$ cat src/rtl/alu_responder.sv
// alu_responder: registered valid/ready wrapper around the 4-bit ALU command set.
// Commands are computed at acceptance, queued in a small FIFO and returned in
// acceptance order on the response channel. Outputs are driven from the FIFO head.
module alu_responder #(
  parameter int unsigned WIDTH = 4,
  parameter int unsigned DEPTH = 2,
  parameter int unsigned CNT_W = 8
) (
  input  logic             clk,
  input  logic             rst_n,
  input  logic             req_valid,
  output logic             req_ready,
  input  logic             A0,
  input  logic             A1,
  input  logic [WIDTH-1:0] A,
  input  logic [WIDTH-1:0] B,
  output logic             rsp_valid,
  input  logic             rsp_ready,
  output logic [WIDTH:0]   result,
  output logic [WIDTH-1:0] answer,
  output logic             eq,
  output logic             less,
  output logic             great,
  output logic [1:0]       rsp_op,
  output logic [CNT_W-1:0] txn_count
);

  localparam int unsigned PW = (DEPTH > 1) ? $clog2(DEPTH) : 1;
  localparam int unsigned CW = $clog2(DEPTH + 1);

  typedef enum logic [1:0] {
    OP_ADD = 2'b00,
    OP_CMP = 2'b01,
    OP_SUB = 2'b10,
    OP_AND = 2'b11
  } op_e;

  typedef struct packed {
    logic [1:0]       op;
    logic [WIDTH:0]   result;
    logic [WIDTH-1:0] answer;
    logic             eq;
    logic             less;
    logic             great;
  } rsp_t;

  rsp_t          mem [DEPTH];
  rsp_t          cmd;
  rsp_t          head;
  op_e           cmd_op;
  logic [PW-1:0] wr_ptr;
  logic [PW-1:0] rd_ptr;
  logic [PW-1:0] hidx;
  logic [CW-1:0] count;
  logic          push;
  logic          pop;

  assign cmd_op    = op_e'({A1, A0});
  assign rsp_valid = (count != '0);
  assign req_ready = (count != CW'(DEPTH));
  assign push      = req_valid && req_ready;
  assign pop       = rsp_valid && rsp_ready;

  // When empty, show the slot just behind the read pointer: it holds the last
  // popped response and is the last slot a push would overwrite.
  assign hidx = rsp_valid ? rd_ptr : (rd_ptr - 1'b1);
  assign head = mem[hidx];

  assign result = head.result;
  assign answer = head.answer;
  assign eq     = head.eq;
  assign less   = head.less;
  assign great  = head.great;
  assign rsp_op = head.op;

  // Decode and compute the response for the command on the request inputs.
  always_comb begin
    cmd    = '0;
    cmd.op = {A1, A0};
    unique case (cmd_op)
      OP_ADD: cmd.result = {1'b0, A} + {1'b0, B};
      OP_CMP: begin
        cmd.eq    = (A == B);
        cmd.less  = (A < B);
        cmd.great = (A > B);
      end
      OP_SUB: cmd.result = {1'b0, A} - {1'b0, B};
      OP_AND: cmd.answer = A & B;
    endcase
  end

  // FIFO storage, pointers, occupancy and completed-transaction counter.
  always_ff @(posedge clk or negedge rst_n) begin
    if (!rst_n) begin
      mem       <= '{default: '0};
      wr_ptr    <= '0;
      rd_ptr    <= '0;
      count     <= '0;
      txn_count <= '0;
    end else begin
      if (push) begin
        mem[wr_ptr] <= cmd;
        wr_ptr      <= wr_ptr + 1'b1;
      end
      if (pop) begin
        rd_ptr    <= rd_ptr + 1'b1;
        txn_count <= txn_count + 1'b1;
      end
      if (push && !pop) begin
        count <= count + 1'b1;
      end else if (pop && !push) begin
        count <= count - 1'b1;
      end
    end
  end

endmodule

$ cat config.mk
export PLATFORM = sky130hd
export DESIGN_NAME = alu_responder
export DESIGN_NICKNAME = d
export VERILOG_FILES = /design/src/rtl/alu_responder.sv
export SDC_FILE = /design/constraint.sdc
export NUM_CORES = 1
export LEC_CHECK = 0
export CAP_MARGIN = 20
export CORE_MARGIN = 2
export CORE_UTILIZATION = 48
export DETAILED_ROUTE_END_ITERATION = 8
export GPL_ROUTABILITY_DRIVEN = 0
export PLACE_DENSITY = 0.75
export SETUP_SLACK_MARGIN = 0.05
export SLEW_MARGIN = 20
export SYNTH_ARGS = -nofsm -noshare
export SYNTH_HDL_FRONTEND = slang
export SYNTH_SLANG_ARGS = --single-unit
$ cat constraint.sdc
create_clock -name clk -period 1.5 [get_ports clk]
set_input_delay 0.15 -clock clk [delete_from_list [all_inputs] [get_ports clk]]
set_output_delay 0.15 -clock clk [all_outputs]
set_load 0.01 [all_outputs]
==> flow_summary.json <==
{
  "layout.nets": 307,
  "htree_levels": 2,
  "drt_pre_antenna_iters": 4,
  "n_antenna_cell": 0,
  "clk-insertion-delay-late_ps": 300,
  "whs_path_depth": 4,
  "p_per_area_mw_per_mm2": 2050,
  "path_depth": 6,
  "dp_hpwl_um": 3270,
  "path_max_fanout": 6,
  "skew_ps": 3.87,
  "drt_wl_total_um": 5810,
  "critical_path_buf_inv_count": 3,
  "cp-end-kind": "output pin",
  "vias_per_cell": 5.44,
  "grt_pass1_vias": 1876,
  "nFillCells": 272,
  "syn_to_final_growth_pct": 53.6,
  "clkSlewWorstSetupHoldPaths_ps": 80,
  "drv_slew": 0,
  "synth_xor_area_share_pct": 6.39,
  "fin_crit_ps": 1990,
  "setup_slack_ps": -487,
  "async_flop_share_pct": 100,
  "dieArea_mm2": 0.00517,
  "cp-start-kind": "register",
  "final_hold_viol_count": 0,
  "post_drt_wl_per_cell_um": 17.4,
  "clock-root-buffer": "clkbuf_8",
  "cts_tree": "built",
  "drtIter0Drc": 108,
  "ant_nets": 0,
  "final_cell_mix": "40 x dfrtp_1, 34 x buf_4, 25 x buf_6, 18 x mux2_4, 17 x nand2_1",
  "crit_arrival_ps": 1840,
  "hp-class": "input pin to register",
  "die_y_um": 71.9,
  "fmax_ghz": 0.503,
  "synthSimpleGateAreaFrac_pct": 13.2,
  "timing.final.crit_share_pct": 132,
  "syn_avg_cell_area_um2": 11.5,
  "max_cap_violations": 0,
  "ys_seq_area_share_pct": 45.2,
  "cp_slowest_cell": "dfrtp_1",
  "synthDistinctLibCells": 41,
  "critPathMaxStageDelay_ps": 390,
  "muxShareOfSynthArea_pct": 14.9,
  "grt_usage_pct": 21.4,
  "remaining_drc_errors": 0,
  "irDropWorstVdd_uv": 1160,
  "critical_path_class": "register to output pin",
  "max_slew_margin_pct": 65.1,
  "layout-drive-gt1-share_pct": 46.8,
  "io_pins": 38,
  "path_cells": "or2_4, xor2_4, buf_12, buf_8, mux2_4, buf_6",
  "synth_edf_count": 0,
  "cts_sinks": 40,
  "die_w_um": 71.9,
  "ys_ff_latch": 40,
  "clk_path_buf_depth": 2,
  "vias": 1816,
  "synth-compound-area-share_pct": 8.77,
  "syn_inst": 192,
  "violations": "negative setup slack",
  "place_ws_ps": -541,
  "status": "finished, violations left",
  "overflow": 0,
  "r2r_cells": 7,
  "synth_top_family_by_area": "multiplexers",
  "syn-cell-area_mm2": 0.00221,
  "worstPathRequired_ps": 1350,
  "worst_pin_slew_ps": 524,
  "grt_max_degree": 41,
  "synth_fa_ha_area_share_pct": 7.47,
  "ys.flop_type": "dfrtp_1",
  "cts_buffers": 5,
  "setup_viol": 37,
  "leakage_nw": 1.61,
  "final_common_cell": "dfrtp_1",
  "core-area_mm2": 0.00438,
  "grt_pass1_wl_um": 8560,
  "fin_setup_tns_ps": -7550,
  "start_util_pct": 50.5,
  "rsz0062_at_grt": "yes",
  "synth_nets": 218,
  "ys_warn_count": 0,
  "rows": 24,
  "cpLargestDelayFamily": "flip-flops",
  "antenna_found_initial": 0,
  "port_buffers": 37
}
==> power breakdown <==
part	internal [W]	total [W]	switching, W
Combinational	0.00255	0.00422	0.00167
Clock	0.000587	0.000973	0.000385
Sequential	0.00148	0.00177	0.000289
Total	0.00462	0.00696	0.00234
==> per-stage QoR <==
| step | power, W | util, % | area (um^2) | instances | hold WS (ps) |
|---|---|---|---|---|---|
| after floorplan | 0.00356 | - | 2220 | 192 | -146 |
| after global placement | 0.00477 | 64.8 | 2840 | 303 | 237 |
| after detailed placement | 0.00485 | 64.8 | 2840 | 303 | 240 |
| after CTS | 0.00655 | 73.4 | 3220 | 324 | 425 |
| after global routing | 0.00733 | 77.5 | 3400 | 334 | 374 |
| final | 0.00696 | 77.5 | 3400 | 334 | 366 |
==> final cells by class <==
type                            instances  area, um^2  share of cell area, %
Sequential cell                        40        1000                   29.5
Inverter                               10        40.0                   1.18
Clock buffer                            7        96.3                   2.84
Tap cell                               52        65.1                   1.91
Multi-Input combinational cell        136        1320                   38.9
Clock inverter                          1        30.0                  0.884
Timing Repair Buffer                   88         843                   24.8
==> tightest hold or removal path, stage by stage <==
cell and delay (ps):
buf_2 130, ha_4 150, buf_4 120, o31ai_2 70
==> final timing paths <==
path	from	end	slack (ps)
worst max-delay path	count[0]	rsp_op[0]	-490
worst min-delay path	B[0]	mem[7]	370
worst max register to register	count[0]	mem[11]	-120
worst min register to register	txn_count[7]	txn_count[7]	480
max in group asynchronous	rst_n	mem[12]	700
min in group asynchronous	rst_n	wr_ptr	430
==> Yosys cell counts (5+ instances only) <==
cell type / number / area share (%)
dfrtp_1: 40 / 45
nand2_1: 18 / 3.1
mux2_2: 13 / 6.6
nor2_1: 11 / 1.9
ha_1: 10 / 5.7
mux2_4: 10 / 6.8
inv_1: 9 / 1.5
nand3_1: 9 / 2.0
xnor2_1: 8 / 3.2
o21ai_0: 6 / 1.4
o31ai_1: 6 / 2.0
xor2_1: 5 / 2.0
==> state kept, by name (all words and copies together), names as in the netlist <==
| name | flops |
|---|---|
| txn_count | 8 |
| rd_ptr | 1 |
| mem | 28 |
| wr_ptr | 1 |
| count | 2 |
==> per-layer routing <==
metal | routed length (um) | vias up | track usage (%) | share of wire (%)
met5 | 0 | - | 0 | 0
met3 | 200 | 20 | 4.78 | 3.4
li1 | - | 845 | - | -
met2 | 3000 | 51 | 36.3 | 52
met1 | 2410 | 900 | 26.5 | 41
met4 | 206 | 0 | 8.39 | 3.5
==> cells by family (layout without fill, tap and decap cells) <==
logic type,Yosys count,count (layout)
xor+xnor,14,14
buf+inv,17,106
fa+ha+maj,12,12
flops,40,40
mux,26,26
compound gates,28,28
simple gates,55,56
==> repair_timing <==
item,in CTS,in global routing
setup buffers,12,10
hold buffers,1,0
cloned,1,2
endpoints found under the setup margin,31,43
gates resized for setup,115,31
endpoints found under the hold margin,40,0
pin swaps,8,7
No activity file was read; power rests on OpenSTA's default activity.
